## config.mk

```make
export PLATFORM = sky130hd
export DESIGN_NAME = game_ctrl
export DESIGN_NICKNAME = d
export VERILOG_FILES = /design/src/rtl/game_ctrl.sv
export SDC_FILE = /design/constraint.sdc
export NUM_CORES = 1
export LEC_CHECK = 0
export CORE_MARGIN = 4
export CORE_UTILIZATION = 53
export CTS_CLUSTER_SIZE = 14
export DETAILED_ROUTE_END_ITERATION = 12
export PLACE_DENSITY_LB_ADDON = 0.05
export RECOVER_POWER = 50
export SLEW_MARGIN = 30
export SYNTH_ARGS = -nofsm -noshare
export SYNTH_HDL_FRONTEND = slang
export SYNTH_SLANG_ARGS = --single-unit
```

## constraint.sdc

```tcl
create_clock -name clk -period 2.29 [get_ports clk]
set_input_delay 0.458 -clock clk [delete_from_list [all_inputs] [get_ports clk]]
set_output_delay 0.458 -clock clk [all_outputs]
set_load 0.01 [all_outputs]
```

## src/rtl/game_ctrl.sv

```systemverilog
// game_ctrl: lights-puzzle top-level sequencer.
// Button conditioning, game FSM, move/time counters and win detect.
module game_ctrl #(
  parameter int unsigned DB_CYCLES   = 1_000_000,
  parameter int unsigned TICK_DIV    = 100_000_000,
  parameter logic [11:0] WIN_PATTERN = 12'h000
) (
  input  logic        clk,
  input  logic        rst,
  input  logic        btn_go,
  input  logic        btn_move,
  input  logic [11:0] board_out,
  output logic [1:0]  game_status,
  output logic        random,
  output logic [7:0]  move_cnt,
  output logic [9:0]  time_sec,
  output logic        win_flag
);

  localparam int DBW = $clog2(DB_CYCLES);
  localparam int TKW = $clog2(TICK_DIV);
  localparam logic [DBW-1:0] DB_LAST   = DBW'(DB_CYCLES - 1);
  localparam logic [TKW-1:0] TICK_LAST = TKW'(TICK_DIV - 1);

  typedef enum logic [1:0] {
    CHOSE_BOARD  = 2'b00,
    GAMING       = 2'b01,
    GAME_INITIAL = 2'b10,
    WINNED       = 2'b11
  } state_t;

  // bit 0 is the go button, bit 1 the move button
  logic [1:0]     raw;
  logic [1:0]     sync1;
  logic [1:0]     sync2;
  logic [1:0]     db;
  logic [1:0]     db_d;
  logic [1:0]     ev;
  logic [DBW-1:0] cnt [2];

  state_t         state;
  logic           init_done;
  logic [TKW-1:0] tick;
  logic           go_ev;
  logic           mv_ev;

  assign raw         = {btn_move, btn_go};
  assign go_ev       = ev[0];
  assign mv_ev       = ev[1];
  assign game_status = state;

  // synchronize, debounce and turn rising debounced levels into pulses
  always_ff @(posedge clk) begin
    if (rst) begin
      sync1 <= '0;
      sync2 <= '0;
      db    <= '0;
      db_d  <= '0;
      ev    <= '0;
      for (int i = 0; i < 2; i++) cnt[i] <= '0;
    end else begin
      sync1 <= raw;
      sync2 <= sync1;
      db_d  <= db;
      ev    <= db & ~db_d;
      for (int i = 0; i < 2; i++) begin
        if (sync2[i] == db[i]) begin
          cnt[i] <= '0;
        end else if (cnt[i] == DB_LAST) begin
          db[i]  <= sync2[i];
          cnt[i] <= '0;
        end else begin
          cnt[i] <= cnt[i] + 1'b1;
        end
      end
    end
  end

  // game sequencing, counters and registered strobes
  always_ff @(posedge clk) begin
    if (rst) begin
      state     <= CHOSE_BOARD;
      init_done <= 1'b0;
      tick      <= '0;
      random    <= 1'b0;
      move_cnt  <= '0;
      time_sec  <= '0;
      win_flag  <= 1'b0;
    end else begin
      random <= 1'b0;
      unique case (state)
        CHOSE_BOARD: begin
          if (go_ev) begin
            state     <= GAME_INITIAL;
            init_done <= 1'b0;
            move_cnt  <= '0;
            time_sec  <= '0;
            tick      <= '0;
          end else if (mv_ev) begin
            random <= 1'b1;
          end
        end
        GAME_INITIAL: begin
          move_cnt  <= '0;
          time_sec  <= '0;
          tick      <= '0;
          init_done <= 1'b1;
          if (init_done) state <= GAMING;
        end
        GAMING: begin
          if (tick == TICK_LAST) begin
            tick <= '0;
            if (time_sec != 10'd999) time_sec <= time_sec + 1'b1;
          end else begin
            tick <= tick + 1'b1;
          end
          if (go_ev) begin
            state <= CHOSE_BOARD;
          end else if (mv_ev) begin
            random <= 1'b1;
            if (move_cnt != 8'hFF) move_cnt <= move_cnt + 1'b1;
          end else if (!random && board_out == WIN_PATTERN
                       && move_cnt != 8'd0) begin
            state    <= WINNED;
            win_flag <= 1'b1;
          end
        end
        WINNED: begin
          if (go_ev) begin
            state    <= CHOSE_BOARD;
            win_flag <= 1'b0;
          end
        end
        default: state <= CHOSE_BOARD;
      endcase
    end
  end

endmodule

```

==> results.json <==
{
  "rows": 35,
  "ys_async_sr_fraction_pct": 0,
  "ys_top_cells_by_count": "nor2_1, dfxtp_1, edfxtp_1",
  "ys_warn_count": 0,
  "cts-root-buf": "clkbuf_8",
  "cts_buffers": 9,
  "cts_tree": "built",
  "synthTopCellsByArea": "dfxtp_1, edfxtp_1, nor2_1, xnor2_1, nand3_1",
  "routed_wirelength_um": 11300,
  "drt_iter0_drc": 257,
  "ir_worst_vdd_v": 0.000434,
  "hold_buffers": 0,
  "io_buffers": 37,
  "ant_nets": 0,
  "worst_slack_ps": -9.37,
  "finalCritPeriodShare_pct": 100,
  "synth.avg_cell_area_sq_um": 9.11,
  "worstSetupPathType": "register to register",
  "hold_viol_final": 0,
  "dpl.hpwl_um": 8300,
  "maxSlewViolCount": 0,
  "synth_top_area_share_pct": 23.5,
  "drt-pass1-iter-count": 4,
  "cp.arrival_ps": 2610,
  "min_path_type": "register to register",
  "worstSetupStartpointType": "register",
  "rsz0062_at_grt": "true",
  "initial_core_util_pct": 54.7,
  "die_x_um": 106,
  "min_period_ps": 2300,
  "p_per_area_nw_per_um2": 496,
  "netlist_area_sq_um": 5100,
  "gp_congestion": 0.808,
  "cts.sinks": 100,
  "outcome": "complete, but fails checks",
  "grt_pass1_vias": 4273,
  "tns_ps": -9.37,
  "fp.dieArea_sq_um": 11300,
  "ys_seq_area_share_pct": 47.1,
  "violations": "negative setup slack",
  "fin_hold_ws_ps": 403,
  "synth_edf_count": 40,
  "required_ps": 2600,
  "clock_latency_ps": 370,
  "relSlewSlack_pct": 39.0,
  "netlist.top_cell.by_area": "dfxtp_1",
  "synth_cells": 560,
  "post-synth-top-count-cell": "nor2_1",
  "synthDistinctLibCells": 59,
  "vias": 4362,
  "via_per_inst": 5.44,
  "h-tree-depth": 3,
  "track_usage_pct": 21.0,
  "drv_cap": 0,
  "crit_fanout": 7,
  "wire_per_inst_um": 14.1,
  "grt_max_degree": 21,
  "max_slew.worst_pin.slew_ps": 912,
  "design.core.area_sq_um": 9330,
  "drc": 0,
  "num_antenna_cells": 0,
  "setup_viol": 1,
  "skew_ps": 12.4,
  "ioPinCount": 38,
  "synth-main-ff-cell": "dfxtp_1",
  "path_clk_slew_ps": 100,
  "max_freq_ghz": 0.435,
  "cts_buffer_depth": 2,
  "overflow": 0,
  "leakage_nw": 2.21,
  "end_kind": "register",
  "drive_above_1_share_pct": 10.3,
  "synth_seq_cells": 100,
  "antenna_found_initial": 0,
  "area_growth_pct": 22.6,
  "die_h_um": 106,
  "grt_pass1_wl_um": 19600,
  "fin_nets": 690
}
==> routing by layer <==
layer | part of all wire (%) | GRT usage, % | wire length (um) | up-vias
li1 | - | - | - | 2240
met1 | 45 | 26.5 | 5090 | 2054
met2 | 51 | 36.5 | 5760 | 58
met3 | 2.9 | 4.31 | 326 | 10
met4 | 1.2 | 5.46 | 132 | 0
met5 | 0 | 0 | 0 | -
==> worst max-delay path, stage by stage (launching register included) <==
cell and delay, ps:
dfxtp_2 330, or4b_1 510, or4_4 470, o21a_4 270
or4_4 520, a21oi_2 150
==> area by class of cell <==
cell class,count,area (sq um)
clock inverter,7,56.3
clock buffer,9,124
fill,784,3070
inverter,15,56.3
multi-input combinational,464,2760
tap,129,161
timing repair buffer,78,696
sequential,100,2400
==> per-stage QoR <==
| stage | utilization (%) | instance area [sq um] | std cells | power [mW] | worst slack, ps |
|---|---|---|---|---|---|
| global route | 67.1 | 6250 | 802 | 3.24 | -56.8 |
| floorplan | - | 5260 | 599 | 2.02 | 9.07 |
| detailed placement | 64.5 | 6020 | 784 | 2.08 | -46.5 |
| finish | 67.1 | 6250 | 802 | 3.10 | -9.37 |
| CTS | 66.5 | 6200 | 800 | 3.13 | 12.9 |
| global placement | 64.5 | 6020 | 784 | 2.07 | -4.54 |
==> repair_timing <==
| action | in CTS | in global routing |
|---|---|---|
| pin swaps | 1 | 3 |
| gates resized for setup | 1 | 14 |
| endpoints found under the setup margin | 8 | 11 |
| setup buffers | 0 | 2 |
==> worst paths after layout <==
path | start | to | slack (ps) | cells after the start
setup / recovery | tick[10]$_SDFFE_PP0P_ | time_sec[8]$_SDFFE_PP0P_ | -9 | 5
hold reg to reg | db_d[1]$_SDFF_PP0_ | ev[1]$_SDFF_PP0_ | 400 | 1
setup reg to reg | tick[10]$_SDFFE_PP0P_ | time_sec[8]$_SDFFE_PP0P_ | -9 | 5
hold / removal | db_d[1]$_SDFF_PP0_ | ev[1]$_SDFF_PP0_ | 400 | 1
==> power by group <==
part           internal, mW  switching [mW]  leakage, nW
Sequential             1.88          0.0339        0.897
Combinational        0.0585          0.0654         1.22
Clock                 0.414           0.651       0.0929
==> cells by family after synthesis <==
family          count (synthesis)  share of synthesized area, %
xor+xnor                       43                          7.38
simple gates                  270                          27.9
other cells                     1                        0.0735
fa+ha+maj                       6                          1.47
buf+inv                        35                          2.65
flops                         100                          47.1
mux                             5                         0.981
compound gates                100                          12.4
==> cells in the final DEF, fill, tap and decap left out, types with 25 or more instances in the layout <==
cell type,instances
edfxtp_1,40
a21oi_1,31
nand3_1,38
dfxtp_1,59
nor2_1,75
clkdlybuf4s50_1,30
nand4_1,25
nand2_1,29
conb_1,40
buf_4,37
==> sequential cells by signal, indices dropped and copies added (netlist names) <==
name         count
move_cnt         8
ev               2
tick            27
db               2
cnt             40
time_sec        10
game_status      2
sync2            2
init_done        1
db_d             2
random           1
sync1            2
win_flag         1
No activity file was read; power rests on OpenSTA's default activity.
